--- config.mk ---
export PLATFORM = sky130hd
export DESIGN_NAME = pipe_hazard_ctrl_flat
export DESIGN_NICKNAME = d
export VERILOG_FILES = /design/src/rtl/pipe_hazard_ctrl_if.sv /design/src/rtl/pipe_hazard_ctrl.sv /design/src/flat_wrapper.sv
export SDC_FILE = /design/constraint.sdc
export NUM_CORES = 1
export LEC_CHECK = 0
export ABC_AREA = 1
export CORE_MARGIN = 2
export CORE_UTILIZATION = 30
export DETAILED_ROUTE_END_ITERATION = 16
export DONT_BUFFER_PORTS = 1
export PLACE_DENSITY = 0.55
export SYNTH_ARGS = -nofsm -noshare
export SYNTH_HDL_FRONTEND = slang
export SYNTH_SLANG_ARGS = --single-unit
--- constraint.sdc ---
create_clock -name Clk -period 1.41 [get_ports Clk]
set_input_delay 0.2115 -clock Clk [delete_from_list [all_inputs] [get_ports Clk]]
set_output_delay 0.2115 -clock Clk [all_outputs]
set_load 0.01 [all_outputs]
--- src/rtl/pipe_hazard_ctrl_if.sv ---
// Pipeline hazard controller bus: the fetched and decoded instructions and the
// restart request come in; the decode controls, pipeline enables, forwarding
// select and status go out.
//   master : pipeline side (drives instructions and Resume, observes controls)
//   slave  : hazard controller side
interface pipe_hazard_ctrl_if;
    logic [7:0] Instruction_Code;        // IF-stage fetched instruction
    logic [7:0] IF_ID_Instruction_Code;  // ID-stage instruction
    logic       Resume;                  // single-cycle restart request
    logic       RegWrite;                // decoded write control
    logic       SMCtrl;                  // decoded immediate-select control
    logic       PC_En;                   // PC advance enable
    logic       IF_ID_En;                // IF/ID load enable
    logic       Bubble;                  // inject NOP into ID/EX
    logic [1:0] Fwd_Src;                 // 00 regfile, 01 EX, 10 WB
    logic       Halted;                  // core halted
    logic [1:0] State;                   // FSM state
    logic [7:0] Stall_Count;             // saturating stall-cycle count

    modport master (
        output Instruction_Code, IF_ID_Instruction_Code, Resume,
        input  RegWrite, SMCtrl, PC_En, IF_ID_En, Bubble, Fwd_Src,
               Halted, State, Stall_Count
    );

    modport slave (
        input  Instruction_Code, IF_ID_Instruction_Code, Resume,
        output RegWrite, SMCtrl, PC_En, IF_ID_En, Bubble, Fwd_Src,
               Halted, State, Stall_Count
    );
endinterface

--- src/rtl/pipe_hazard_ctrl.sv ---
// Hazard / halt controller for a small 3-stage-writer pipeline.
// Decodes the IF instruction, tracks in-flight writers in EX and WB, stalls
// (or forwards) on RAW hazards, and sequences HALT through DRAIN, HALTED and
// a one-cycle RESTART.
// Ports:
//   Clk    : rising-edge clock
//   Reset  : asynchronous active-low reset
//   bus    : pipe_hazard_ctrl_if.slave (instructions, Resume, controls, status)
// Build option: define FWD_EN to resolve RAW hazards by forwarding instead of
// stalling.
module pipe_hazard_ctrl (
    input  logic                Clk,
    input  logic                Reset,
    pipe_hazard_ctrl_if.slave   bus
);

    localparam int unsigned OP_W  = 2;
    localparam int unsigned REG_W = 3;
    localparam int unsigned CNT_W = 8;

    localparam logic [OP_W-1:0] OP_MOV  = 2'b00;
    localparam logic [OP_W-1:0] OP_SMOV = 2'b01;
    localparam logic [OP_W-1:0] OP_HALT = 2'b11;

    typedef enum logic [1:0] {
        RUN     = 2'b00,
        DRAIN   = 2'b01,
        HALTED  = 2'b10,
        RESTART = 2'b11
    } state_t;

    state_t             state;
    state_t             state_next;
    logic               ex_v;
    logic               wb_v;
    logic [REG_W-1:0]   ex_rd;
    logic [REG_W-1:0]   wb_rd;
    logic               halted;
    logic [CNT_W-1:0]   stall_count;

    logic [OP_W-1:0]    if_op;
    logic [OP_W-1:0]    id_op;
    logic [REG_W-1:0]   id_rd;
    logic [REG_W-1:0]   id_rs;
    logic               id_wr;
    logic               ex_match;
    logic               wb_match;
    logic               raw_stall;
    logic [1:0]         fwd_src;
    logic               pc_en;
    logic               if_id_en;
    logic               bubble;
    logic               stall;
    logic               unused_if_bits;

    // Instruction field extraction; only the IF opcode is needed for decode
    assign if_op          = bus.Instruction_Code[7:6];
    assign unused_if_bits = ^bus.Instruction_Code[5:0];
    assign id_op          = bus.IF_ID_Instruction_Code[7:6];
    assign id_rd          = bus.IF_ID_Instruction_Code[5:3];
    assign id_rs          = bus.IF_ID_Instruction_Code[2:0];
    assign id_wr          = (id_op == OP_MOV) || (id_op == OP_SMOV);

    // Only MOV reads a register, so SMOV/NOP/HALT never match
    assign ex_match = (id_op == OP_MOV) && ex_v && (ex_rd == id_rs);
    assign wb_match = (id_op == OP_MOV) && wb_v && (wb_rd == id_rs);

`ifdef FWD_EN
    // Forwarding: EX holds the youngest value, so it wins over WB
    assign raw_stall = 1'b0;
    always_comb begin
        fwd_src = 2'b00;
        if (ex_match) begin
            fwd_src = 2'b01;
        end else if (wb_match) begin
            fwd_src = 2'b10;
        end
    end
`else
    assign raw_stall = ex_match | wb_match;
    assign fwd_src   = 2'b00;
`endif

    // Next-state and pipeline-control logic
    always_comb begin
        state_next = state;
        pc_en      = 1'b1;
        if_id_en   = 1'b1;
        bubble     = 1'b0;
        stall      = 1'b0;
        unique case (state)
            RUN: begin
                if (id_op == OP_HALT) begin
                    state_next = DRAIN;
                    pc_en      = 1'b0;
                    if_id_en   = 1'b0;
                    bubble     = 1'b1;
                end else if (raw_stall) begin
                    stall      = 1'b1;
                    pc_en      = 1'b0;
                    if_id_en   = 1'b0;
                    bubble     = 1'b1;
                end
            end
            DRAIN: begin
                pc_en    = 1'b0;
                if_id_en = 1'b0;
                bubble   = 1'b1;
                if (!ex_v && !wb_v) begin
                    state_next = HALTED;
                end
            end
            HALTED: begin
                pc_en    = 1'b0;
                if_id_en = 1'b0;
                bubble   = 1'b1;
                if (bus.Resume) begin
                    state_next = RESTART;
                end
            end
            RESTART: begin
                // Fetch resumes while the held HALT in ID is squashed
                bubble     = 1'b1;
                state_next = RUN;
            end
        endcase
    end

    // While in reset the pipeline runs freely regardless of what sits in ID
    assign bus.PC_En       = Reset ? pc_en    : 1'b1;
    assign bus.IF_ID_En    = Reset ? if_id_en : 1'b1;
    assign bus.Bubble      = Reset & bubble;
    assign bus.RegWrite    = (state == RUN) && ((if_op == OP_MOV) || (if_op == OP_SMOV));
    assign bus.SMCtrl      = (state == RUN) && (if_op == OP_SMOV);
    assign bus.Fwd_Src     = fwd_src;
    assign bus.State       = state;
    assign bus.Halted      = halted;
    assign bus.Stall_Count = stall_count;

    // State, writer trackers, halt flag and saturating stall counter
    always_ff @(posedge Clk or negedge Reset) begin
        if (!Reset) begin
            state       <= RUN;
            ex_v        <= 1'b0;
            ex_rd       <= '0;
            wb_v        <= 1'b0;
            wb_rd       <= '0;
            halted      <= 1'b0;
            stall_count <= '0;
        end else begin
            state  <= state_next;
            halted <= (state_next == HALTED);
            wb_v   <= ex_v;
            wb_rd  <= ex_rd;
            ex_v   <= id_wr & ~bubble;
            ex_rd  <= id_rd;
            if (stall && (stall_count != {CNT_W{1'b1}})) begin
                stall_count <= stall_count + CNT_W'(1);
            end
        end
    end

endmodule

--- src/flat_wrapper.sv ---
// flat-port wrapper written by rule: the top's interface ports become plain ports
module pipe_hazard_ctrl_flat 
  (Clk, Reset, bus_Instruction_Code, bus_IF_ID_Instruction_Code, bus_Resume, bus_RegWrite, bus_SMCtrl, bus_PC_En, bus_IF_ID_En, bus_Bubble, bus_Fwd_Src, bus_Halted, bus_State, bus_Stall_Count);
  pipe_hazard_ctrl_if bus_i ();
  input  logic Clk;
  input  logic Reset;
  input wire logic [$bits(bus_i.Instruction_Code)-1:0] bus_Instruction_Code;
  input wire logic [$bits(bus_i.IF_ID_Instruction_Code)-1:0] bus_IF_ID_Instruction_Code;
  input wire logic [$bits(bus_i.Resume)-1:0] bus_Resume;
  output wire logic [$bits(bus_i.RegWrite)-1:0] bus_RegWrite;
  output wire logic [$bits(bus_i.SMCtrl)-1:0] bus_SMCtrl;
  output wire logic [$bits(bus_i.PC_En)-1:0] bus_PC_En;
  output wire logic [$bits(bus_i.IF_ID_En)-1:0] bus_IF_ID_En;
  output wire logic [$bits(bus_i.Bubble)-1:0] bus_Bubble;
  output wire logic [$bits(bus_i.Fwd_Src)-1:0] bus_Fwd_Src;
  output wire logic [$bits(bus_i.Halted)-1:0] bus_Halted;
  output wire logic [$bits(bus_i.State)-1:0] bus_State;
  output wire logic [$bits(bus_i.Stall_Count)-1:0] bus_Stall_Count;
  assign bus_i.Instruction_Code = bus_Instruction_Code;
  assign bus_i.IF_ID_Instruction_Code = bus_IF_ID_Instruction_Code;
  assign bus_i.Resume = bus_Resume;
  assign bus_RegWrite = bus_i.RegWrite;
  assign bus_SMCtrl = bus_i.SMCtrl;
  assign bus_PC_En = bus_i.PC_En;
  assign bus_IF_ID_En = bus_i.IF_ID_En;
  assign bus_Bubble = bus_i.Bubble;
  assign bus_Fwd_Src = bus_i.Fwd_Src;
  assign bus_Halted = bus_i.Halted;
  assign bus_State = bus_i.State;
  assign bus_Stall_Count = bus_i.Stall_Count;
  pipe_hazard_ctrl u_core (.Clk(Clk), .Reset(Reset), .bus(bus_i));
endmodule
==> qor.yml <==
multi_input_comb_area_um2: 664
num_rows: 22
first_global_vias: 955
cts_max_level: 1
synth-edff-count: 0
synth_area_leader_cell: "sky130_fd_sc_hd__dfrtp_1"
clockRootBuffer: "sky130_fd_sc_hd__clkbuf_8"
ys.flop_type: "sky130_fd_sc_hd__dfrtp_1"
initial_utilization_pct: 31.1
critical_path.startpoint_type: "flip-flop"
core_area_um2: 3660
synth_mux_area_share_pct: 0
status: "complete, but fails checks"
final_nets: 194
mapped_cell_area_um2: 1140
cellLeakagePower_nw: 0.775
switching_power_uw: 871
detail_route.wl_per_cell_um: 12.2
post-route-drc-count: 0
synth_compound_area_share_pct: 4.07
layout-drive-gt1-share_pct: 44.0
final_wtd_congestion: 0.840
wire_length_reported_by_the_detailed_router_mm: 2.63
timing_hold_violations_final: 0
total_negative_slack_ns: -0.617
antenna_cells_inserted: 0
setup_violations: 5
rsz0062_at_grt: "yes"
slew_viol_final: 0
crit_type: "reg -> out"
post_synth_and_or_nand_nor_area_fraction_pct: 32.7
yosys.area.top_type_share_pct: 41.8
dp_slack_ns: 0.0592
yosysWarningCount: 0
share_clk_of_total_power_pct: 17.0
worstPathMaxFanout: 3
synth_xor_area_share_pct: 3.85
synth.distinct_cells: 27
clock_sink_count: 19
final_util_pct: 43.3
cap_violations: 0
timing.critical_path.arrival_ns: 1.38
final_cells: 216
power_per_cell_area_nw_per_um2: 1420
placement.io_buffers: 0
post_synth_fa_ha_maj_area_fraction_pct: 6.59
synth.ff_latch_count: 19
combinational_family_with_the_most_area_after_synthesis: "simple AND/OR/NAND/NOR gates"
hold_path.class: "in -> reg"
share_seq_of_total_power_pct: 30.6
timing.fmax_mhz: 629
detailroute.via_count: 982
floorplan.die_area_um2: 4300
worst_r2r_path_depth: 8
ctsLongestPathBuffers: 2
grt.overflow.total: 0
final.hold.worst_slack_ns: 0.0215
place.detailed.instances: 195
floorplan.die.height_um: 65.6
swShare_pct: 38.7
min_delay_path_depth: 1
synth_sequential_area_ratio_pct: 41.8
worst_setup_path_end_kind: "output port"
cell_internal_pwr_mw: 1.38
max_slew_margin_pct: 41.2
worst-endpoint-required_ns: 1.20
antenna_found_initial: 0
ir_worst_vdd_mv: 0.546
worst_slew_pin_slew_ns: 0.879
postRouteAntennaNets: 0
min_period_over_period_pct: 113
finalCriticalPeriod_ns: 1.59
cell_count_after_synthesis: 138
setup_ws_ns: -0.179
synthMostInstantiatedCell: "sky130_fd_sc_hd__nand2_1"
cts.clk_slew.worst_paths_ns: 0.08
grt_pass1_wl_mm: 4.04
comb_power_share_pct: 52.4
largest_net_degree_at_the_start_of_global_routing: 20
clock_skew_ns: 0.00301
postSynth.asyncResetShare_pct: 100
route.detailed.vias_per_inst: 4.55
clkLatencyLatePin_ns: 0.25
regArea_um2: 478
filler_cell_count: 370
violations_in_the_final_reports: "negative setup slack"
synthTopCellsByCount: "42 x sky130_fd_sc_hd__nand2_1, 19 x sky130_fd_sc_hd__dfrtp_1, 14 x sky130_fd_sc_hd__inv_1"
dieWidth_um: 65.6
synth_area_per_cell_um2: 8.25
initialDrtViolationCount: 13
tritoncts: "yes"
globalRouteTotalUtil_pct: 12.2
detailedRoute.firstPassIterationCount: 4
ioPinCount: 37
detailed_placement_hpwl_mm: 1.73
synth_top_cells_by_area: "sky130_fd_sc_hd__dfrtp_1 42%, sky130_fd_sc_hd__nand2_1 14%, sky130_fd_sc_hd__ha_1 6.6%, sky130_fd_sc_hd__inv_1 4.6%, sky130_fd_sc_hd__nand4_1 4.4%"
flow.area_growth_from_synthesis_pct: 39.3
cts-buffers-inserted: 3
[critical path, cell delays in order (launching register included)]
cell                       delay (ns)
sky130_fd_sc_hd__dfrtp_2         0.42
sky130_fd_sc_hd__inv_4           0.08
sky130_fd_sc_hd__ha_4            0.15
sky130_fd_sc_hd__inv_4           0.04
sky130_fd_sc_hd__nor2_4          0.09
sky130_fd_sc_hd__nand3_2         0.08
sky130_fd_sc_hd__o211ai_1        0.08
sky130_fd_sc_hd__buf_4           0.17
[cells in the final DEF, fill, tap and decap left out, drive strengths merged, types with 2 or more instances in the layout]
cell type    instances
clkbuf               3
ha                   6
conb                 2
buf                 26
nand4                8
xor2                 3
nand3                7
nor2                13
dlygate4sd3          4
o21ai                4
xnor2                2
nand2               44
inv                 18
dfrtp               19
nor3                 2
[stage by stage]
stage,instance area (µm²),power [mW]
floorplan,1160,1.22
global placement,1260,1.34
detailed placement,1260,1.37
CTS,1440,2.02
global route,1590,2.40
finish,1590,2.25
[routing by layer]
metal / wire, µm / up-vias / global-route usage [%]
met1: 1060 / 460 / 14.7
met5: 0 / - / 0
met3: 132 / 2 / 3.25
met2: 1420 / 30 / 22.2
li1: - / 490 / -
met4: 12 / 0 / 1.82
[power groups by stage]
stage	registers, mW	logic, mW	clock network, mW
2_1_floorplan	0.732	0.483	0
3_3_place_gp	0.685	0.660	0
3_5_place_dp	0.688	0.679	0
4_1_cts	0.688	0.931	0.398
5_1_grt	0.696	1.28	0.427
6_report	0.688	1.18	0.383
[final timing paths]
check	startpoint	end	slack, ns
max in group asynchronous	Reset	u_core.bus.State[0]$_DFF_PN0_	0.29
max	u_core.bus.State[0]$_DFF_PN0_	bus_PC_En	-0.18
min reg2reg	u_core.ex_rd[2]$_DFF_PN0_	u_core.wb_rd[2]$_DFF_PN0_	0.40
max reg2reg	u_core.bus.State[0]$_DFF_PN0_	u_core.bus.Halted$_DFF_PN0_	0.03
min in group asynchronous	Reset	u_core.wb_v$_DFF_PN0_	0.51
min	bus_IF_ID_Instruction_Code[7]	u_core.ex_v$_DFF_PN0_	0.02
[repair_timing]
| item | 4_1_cts | 5_1_grt |
|---|---|---|
| hold buffers | 4 | 0 |
| hold endpoints to repair | 22 | 0 |
| resized for setup | 9 | 30 |
| endpoints found under the setup margin | 4 | 14 |
| cloned | 0 | 0 |
| setup buffers | 8 | 7 |
| pin swaps | 0 | 12 |
[cell families after synthesis]
kind of cell | count (synthesis)
AO/OA/AOI/OAI | 8
XOR/XNOR | 5
adder cells (fa/ha/maj) | 6
buffers and inverters | 23
flip-flops | 19
other | 1
AND/OR/NAND/NOR | 76
[flip-flops by register name, summed over array words and instances (netlist names)]
name	cells
u_core.bus.State	2
u_core.ex_rd	3
u_core.wb_rd	3
u_core.bus.Stall_Count	8
u_core.ex_v	1
u_core.bus.Halted	1
u_core.wb_v	1
[area by class of cell]
type	instances	area share (%)
Clock inverter	1	0.315
Inverter	18	4.73
Clock buffer	3	2.60
Multi-Input combinational cell	97	41.9
Sequential cell	19	30.1
Timing Repair Buffer	30	16.6
Tap cell	48	3.79
Note: power is estimated with default switching activity, not from simulation.
